$ cat config.mk
export PLATFORM = sky130hd
export DESIGN_NAME = multi_channel_pulse_generator
export DESIGN_NICKNAME = d
export VERILOG_FILES = /design/src/rtl/multi_channel_pulse_generator.sv
export SDC_FILE = /design/constraint.sdc
export NUM_CORES = 1
export LEC_CHECK = 0
export CAP_MARGIN = 20
export CORE_ASPECT_RATIO = 1.5
export CORE_MARGIN = 10
export CORE_UTILIZATION = 55
export CTS_CLUSTER_SIZE = 40
export DETAILED_ROUTE_END_ITERATION = 16
export GPL_ROUTABILITY_DRIVEN = 0
export PLACE_DENSITY = 0.81
export SYNTH_ARGS = -nofsm -noshare
export SYNTH_HDL_FRONTEND = slang
export SYNTH_SLANG_ARGS = --single-unit
$ cat constraint.sdc
create_clock -name clk -period 5.3 [get_ports clk]
set_input_delay 1.06 -clock clk [delete_from_list [all_inputs] [get_ports clk]]
set_output_delay 1.06 -clock clk [all_outputs]
set_load 0.005 [all_outputs]
$ cat src/rtl/multi_channel_pulse_generator.sv
// CHANNELS independent pulse/PWM generators with a shared enable. Period, width and mode
// are captured into shadow registers on trigger and at each continuous-mode period boundary.
module multi_channel_pulse_generator #(
  parameter int N        = 8,
  parameter int CHANNELS = 4
) (
  input  logic                  clk,
  input  logic                  rst,
  input  logic                  ena,
  input  logic [CHANNELS*N-1:0] period,
  input  logic [CHANNELS*N-1:0] width,
  input  logic [CHANNELS*2-1:0] mode,
  input  logic [CHANNELS-1:0]   trig,
  input  logic [CHANNELS-1:0]   stop,
  output logic [CHANNELS-1:0]   out,
  output logic [CHANNELS-1:0]   wrap,
  output logic [CHANNELS-1:0]   busy
);

  // Handshake: none. trig/stop are level requests sampled on every rising clk edge;
  // they only take effect while ena is high. busy is the per-channel state (RUN = 1).
  typedef enum logic {IDLE = 1'b0, RUN = 1'b1} state_t;

  localparam logic [1:0] M_CONT = 2'b01;
  localparam logic [1:0] M_ONE  = 2'b10;

  state_t     state_q [CHANNELS];
  state_t     state_d [CHANNELS];
  logic [N-1:0] count_q [CHANNELS];
  logic [N-1:0] count_d [CHANNELS];
  logic [N-1:0] p_s_q   [CHANNELS];
  logic [N-1:0] p_s_d   [CHANNELS];
  logic [N-1:0] w_s_q   [CHANNELS];
  logic [N-1:0] w_s_d   [CHANNELS];
  logic [1:0]   m_s_q   [CHANNELS];
  logic [1:0]   m_s_d   [CHANNELS];

  logic [N-1:0] live_p  [CHANNELS];
  logic [N-1:0] live_w  [CHANNELS];
  logic [1:0]   live_m  [CHANNELS];
  logic         live_ok [CHANNELS];
  logic         at_wrap [CHANNELS];

  always_comb begin
    for (int c = 0; c < CHANNELS; c++) begin
      live_p[c]  = period[c*N +: N];
      live_w[c]  = width[c*N +: N];
      live_m[c]  = mode[c*2 +: 2];
      live_ok[c] = (live_p[c] != '0) && ((live_m[c] == M_CONT) || (live_m[c] == M_ONE));
      // p_s is never zero in RUN, so the subtraction cannot underflow where it matters.
      at_wrap[c] = (count_q[c] == (p_s_q[c] - N'(1)));
    end
  end

  always_comb begin
    for (int c = 0; c < CHANNELS; c++) begin
      state_d[c] = state_q[c];
      count_d[c] = count_q[c];
      p_s_d[c]   = p_s_q[c];
      w_s_d[c]   = w_s_q[c];
      m_s_d[c]   = m_s_q[c];
      if (ena) begin
        if (stop[c]) begin
          state_d[c] = IDLE;
          count_d[c] = '0;
        end else if (trig[c] && live_ok[c]) begin
          state_d[c] = RUN;
          count_d[c] = '0;
          p_s_d[c]   = live_p[c];
          w_s_d[c]   = live_w[c];
          m_s_d[c]   = live_m[c];
        end else if (state_q[c] == RUN) begin
          if (at_wrap[c]) begin
            count_d[c] = '0;
            if (m_s_q[c] == M_CONT && live_ok[c]) begin
              p_s_d[c] = live_p[c];
              w_s_d[c] = live_w[c];
              m_s_d[c] = live_m[c];
            end else begin
              state_d[c] = IDLE;
            end
          end else begin
            count_d[c] = count_q[c] + N'(1);
          end
        end
      end
    end
  end

  always_ff @(posedge clk) begin
    for (int c = 0; c < CHANNELS; c++) begin
      if (rst) begin
        state_q[c] <= IDLE;
        count_q[c] <= '0;
        p_s_q[c]   <= '0;
        w_s_q[c]   <= '0;
        m_s_q[c]   <= '0;
      end else begin
        state_q[c] <= state_d[c];
        count_q[c] <= count_d[c];
        p_s_q[c]   <= p_s_d[c];
        w_s_q[c]   <= w_s_d[c];
        m_s_q[c]   <= m_s_d[c];
      end
    end
  end

  always_comb begin
    for (int c = 0; c < CHANNELS; c++) begin
      busy[c] = (state_q[c] == RUN);
      out[c]  = busy[c] && ena && (count_q[c] < w_s_q[c]);
      wrap[c] = busy[c] && ena && at_wrap[c];
    end
  end

endmodule

=== Word level (Yosys, flattened, before mapping) ===
Memory sizes are Yosys's and may differ from the RTL's.
Index checks and enable logic that the tools add are counted.

* Add/subtract/negate cells: 8
* Magnitude comparators: 4
* Equal/unequal tests: 16
* Muxes and demuxes: 139
* Bitwise operators: 20
* Reduce and logical (&&, ||, !) cells: 32

{| class="wikitable"
|+ Operator list
! cell !! number
|-
| $mux 8 || 80
|-
| $mux 2 || 28
|-
| $add 8x1->8 const B || 4
|-
| $eq 8x8->1 || 4
|-
| $lt 8x8->1 || 4
|-
| $reduce_bool 8->1 || 4
|-
| $sub 8x1->8 const B || 4
|-
| $mux 1 || 31
|-
| $logic_and 1x1->1 || 24
|-
| $or 1x1->1 || 20
|-
| $eq 2x1->1 const B || 8
|-
| $eq 2x2->1 const B || 4
|-
| $logic_or 1x1->1 || 4
|}

* Register bits after elaboration: 0
* Bits in writable memories: 108
* Bits of input ports: 83
* Output and inout bits: 12
* Logic and storage cells: 224
* Memories: 5

{| class="wikitable"
|+ Memories
! name !! depth !! bits a word !! read ports !! clocked after Yosys merged registers in !! wr ports !! line !! source
|-
| count_q || 4 || 8 || 4 || 0 || 4 || 29 || <nowiki>logic [N-1:0] count_q [CHANNELS];</nowiki>
|-
| p_s_q || 4 || 8 || 4 || 0 || 4 || 31 || <nowiki>logic [N-1:0] p_s_q [CHANNELS];</nowiki>
|-
| w_s_q || 4 || 8 || 4 || 0 || 4 || 33 || <nowiki>logic [N-1:0] w_s_q [CHANNELS];</nowiki>
|-
| m_s_q || 4 || 2 || 4 || 0 || 4 || 35 || <nowiki>logic [1:0] m_s_q [CHANNELS];</nowiki>
|-
| state_q || 4 || 1 || 4 || 0 || 4 || 27 || <nowiki>state_t state_q [CHANNELS];</nowiki>
|}

=== Logic depth before layout (Yosys ltp) ===
* Depth in word-level cells: 11
* Gate-level depth with buffers: 12
* Depth with buffers taken out: 9

=== Least setup slack after synthesis ===
Ideal clock, no wire load.

* Kind: flip-flop to output port
* From: mem p_s_q[3][0]
* To: out wrap[3]
* Data arrival time: 2.156 ns
* Data required time: 4.240 ns
* Setup slack: 2.084 ns
* Cell stages (with the launch flop): 8
* Path buffers: 1
* Cell sequence: dfxtp_1 > or4_4 > or4b_4 > nand3_2 > a31oi_4 > or2_2 > clkbuf_2 > nor2_1

{| class="wikitable"
|+ RTL lines
! item !! line !! source
|-
| start: declaration || 31 ||
|-
| end: declaration || 16 || <nowiki>output logic [CHANNELS-1:0] wrap,</nowiki>
|}

=== Worst setup path after layout ===
* From: in ena
* To: out out[0]

* Longest elaborated chain between the ends: 2

{| class="wikitable"
|+ RTL lines
! item !! line !! source
|-
| start: declaration || 9 || <nowiki>input logic ena,</nowiki>
|-
| $logic_and 1x1->1 (2 in series) || 111 || <nowiki>out[c] = busy[c] && ena && (count_q[c] < w_s_q[c]);</nowiki>
|-
| end: declaration || 15 || <nowiki>output logic [CHANNELS-1:0] out,</nowiki>
|}

No other way between the ends.

==> Implementation_results.wiki <==
{| class="wikitable"
! Metric !! Value
|-
| Row count || 48
|-
| Compound-gate portion of the synthesized area || 19.96%
|-
| Die Width || 108.3 um
|-
| Final setup TNS || 0 ns
|-
| Global router's overall resource usage || 20.15%
|-
| Post-Layout Inst Area || 7740 sq um
|-
| Quantity of hold-fixing buffers added after cts || 0
|-
| Clock transition time at the flip-flop clock pins of the worst setup and hold paths || 0.07 ns
|-
| Number of max-capacitance violations reported || 0
|-
| Area share of xor/xnor cells in the synthesized design || 6.672%
|-
| Clk buf depth || 2
|-
| Signed area change from the synthesized netlist to the final layout || 20.33%
|-
| Minimum setup slack in the final design || 1.013 ns
|-
| Vert. Die Dim || 152.5 um
|-
| Power per Cell Area || 222.0 nW/um^2
|-
| Maximum vdd ir drop || 0.1671 mV
|-
| Final clock period utilization by the worst path || 80.88%
|-
| Hold wc startpoint || w_s_q[0][2]$_SDFFE_PP0P_
|-
| Vias per inst || 5.943
|-
| Crit. Startpoint || ena
|-
| Total vias in the final route || 6086
|-
| Detailed router's first-iteration violation count || 384
|-
| Number of H-tree levels || 3
|-
| Maximum number of pins on one net before global-route repair || 52
|-
| Leakage power || 0.003160 uW
|-
| Post CTS Setup Buffer Count || 0
|-
| Required time of the worst setup path || 4.24 ns
|-
| Total Power Consumption || 1719 uW
|-
| Core region area || 11470 sq um
|-
| Instance area after placement || 7416 sq um
|-
| Total Wirelength || 16.80 mm
|-
| Die area || 16510 sq um
|-
| Hold/Removal Path Class || flip-flop to flip-flop
|-
| Antenna diode count || 0
|-
| Post-synth EDFFs || 0
|-
| Most common cell after layout, fill and taps aside || sky130_fd_sc_hd__dfxtp_1
|-
| Number of synthesis warnings || 0
|-
| Sequential share of the synthesized area || 33.61%
|-
| Port Buf Inserts || 94
|-
| CTS Buf Count || 9
|-
| Multiplexer share of the synthesized area || 5.602%
|-
| CP Class || primary input to output pin
|-
| CTS root buf || sky130_fd_sc_hd__clkbuf_16
|-
| Initial antenna violation count || 0
|-
| Synthesized-area fraction occupied by and/or/nand/nor cells || 21.26%
|-
| Largest family of logic cells by synthesized area || simple AND/OR/NAND/NOR gates
|-
| Average footprint of a synthesized cell || 8.081 sq um
|-
| Setup repair after global routing missed its margin || no
|-
| Outcome || complete, no violations
|-
| Commonest cells after routing, fill and taps aside || 108 x sky130_fd_sc_hd__dfxtp_1, 93 x sky130_fd_sc_hd__clkdlybuf4s50_1, 80 x sky130_fd_sc_hd__nor2_1
|-
| Number of synthesized register bits || 108
|-
| Final routed DRC violation total || 0
|-
| Minimum setup slack after placement || 1.076 ns
|-
| Clock tree from TritonCTS || yes
|-
| Count of nets left with antenna violations after detail routing || 0
|-
| Detailed-route wire length per cell || 16.40 um
|-
| Via count of the first global-routing pass || 6191
|-
| Async set or reset register ratio after synthesis || 0%
|-
| Crit path arrival time || 3.23 ns
|-
| Peak fanout along the critical path || 14
|-
| Final setup violating endpoints || 0
|-
| Synthesized-area fraction occupied by adder cells || 7.003%
|-
| Layout Skew || 0.008235 ns
|-
| Reg2reg start || p_s_q[2][0]$_SDFFE_PP0P_
|-
| Number of hold violations in the final report || 0
|-
| Post-Syn Nets || 915
|-
| Fill cell instance count of the final layout || 933
|-
| Clock period minus worst slack || 4.287 ns
|-
| Headroom to the max-slew limit || 38.26%
|-
| Endpoint kind of the worst setup timing path || output pin
|-
| Fin nets || 988
|-
| TritonCTS Sinks || 108
|-
| Global route total overflow || 0
|-
| Maximum clock rate || 233.3 MHz
|-
| Post-Syn Instances || 796
|-
| Proportion of layout cells with a drive suffix above 1 || 5.034%
|-
| Measured slew at the worst slew-check pin || 0.9262 ns
|-
| I/O pins || 95
|-
| Global-route wire length before repair || 28.28 mm
|-
| Final Max Tran Viols || 0
|-
| Later-pin clock latency in the skew report || 0.35 ns
|-
| Mapped cell area || 6432 sq um
|-
| Synth unique cells || 64
|-
| Resize count post-CTS || 0
|-
| DR pass1 iterations || 5
|-
| Leading register cell type out of synthesis || sky130_fd_sc_hd__dfxtp_1
|-
| Estimated wirelength of the detail-placed design || 12.50 mm
|-
| Initial core utilization || 56.08%
|-
| Startpoint type of the worst setup path || primary input
|}
## routing by layer
layer | up-vias | share of wire (%) | global-route usage (%)
met5 | - | 0 | 0
met4 | 0 | 2.7 | 10.08
met3 | 40 | 4.5 | 3.175
met2 | 189 | 51 | 34.80
met1 | 2882 | 42 | 23.07
li1 | 2975 | - | -
## path summary, 6_finish.rpt
check	endpoint	slack (ns)	cells after the start
max reg2reg	m_s_q[2][1]$_SDFFE_PP0P_	2.15	9
min reg2reg	w_s_q[0][2]$_SDFFE_PP0P_	0.48	2
min	w_s_q[0][2]$_SDFFE_PP0P_	0.48	2
max	out[0]	1.01	5
## kinds of logic after synthesis
| family | count (synthesis) |
|---|---|
| buffers and inverters | 92 |
| XOR/XNOR | 49 |
| flip-flops | 108 |
| multiplexers | 36 |
| AND/OR/NAND/NOR | 272 |
| AO/OA/AOI/OAI | 203 |
| adder cells (fa/ha/maj) | 36 |
## per-stage QoR
step                util [%]  std cells  hold slack (ns)
floorplan                  -        796           0.4492
global placement       64.65       1006           0.4574
detailed placement     64.65       1006           0.4681
CTS                    67.28       1022           0.4778
global route           67.47       1024           0.4966
finish                 67.47       1024           0.4780
## synthesized netlist by cell type (all sizes together) (2+ instances only)
cell type	count	area, sq um
nand3b	3	22.52
nor4b	4	35.03
a21o	22	165.2
a211oi	10	75.07
nor2	80	300.3
dfxtp	108	2162
nand2	39	146.4
and3	9	56.30
buf	13	81.33
clkbuf	24	91.33
o31a	2	17.52
clkinv	2	7.510
nor3	14	75.07
o211ai	7	52.55
or4	6	48.80
o22ai	3	18.77
xor2	25	219.0
nor2b	9	56.30
xnor2	24	210.2
a21oi	66	349.1
nand3	60	305.3
or3	5	31.28
nor3b	5	37.54
a311oi	2	17.52
ha	36	450.4
inv	53	198.9
and2	6	37.54
nand2b	4	25.02
nor4	13	81.33
nand4	2	12.51
o21ai	56	280.3
a32oi	4	35.03
mux2i	36	360.4
o211a	2	20.02
or2	9	56.30
a31oi	13	96.34
o2111ai	3	26.28
## registers in the layout (all words and copies together) (netlist names)
register	count
count_q	32
m_s_q	8
p_s_q	32
state_q	4
w_s_q	32
## final cells by class
cell class	instances	area (sq um)	share of cell area, %
clock inverters	6	62.56	0.8083
repair buffers	99	980.9	12.67
inverters	55	206.4	2.667
flip-flops and latches	108	2162	27.93
multi-input cells	596	3901	50.40
clock buffers	10	239.0	3.088
well taps	150	187.7	2.425
## power by group
group | switching (uW) | total, uW | internal, uW
clock network | 313 | 693 | 380
registers | 9.65 | 830 | 820
logic | 99.3 | 196 | 97.2
## critical path, stage by stage
cell and delay (ns):
sky130_fd_sc_hd__clkdlybuf4s50_1 0.86, sky130_fd_sc_hd__nand2_1 0.34, sky130_fd_sc_hd__a211oi_1 0.32, sky130_fd_sc_hd__a21o_1 0.13, sky130_fd_sc_hd__clkdlybuf4s50_1 0.50
Power figures use the tool's default switching activity.
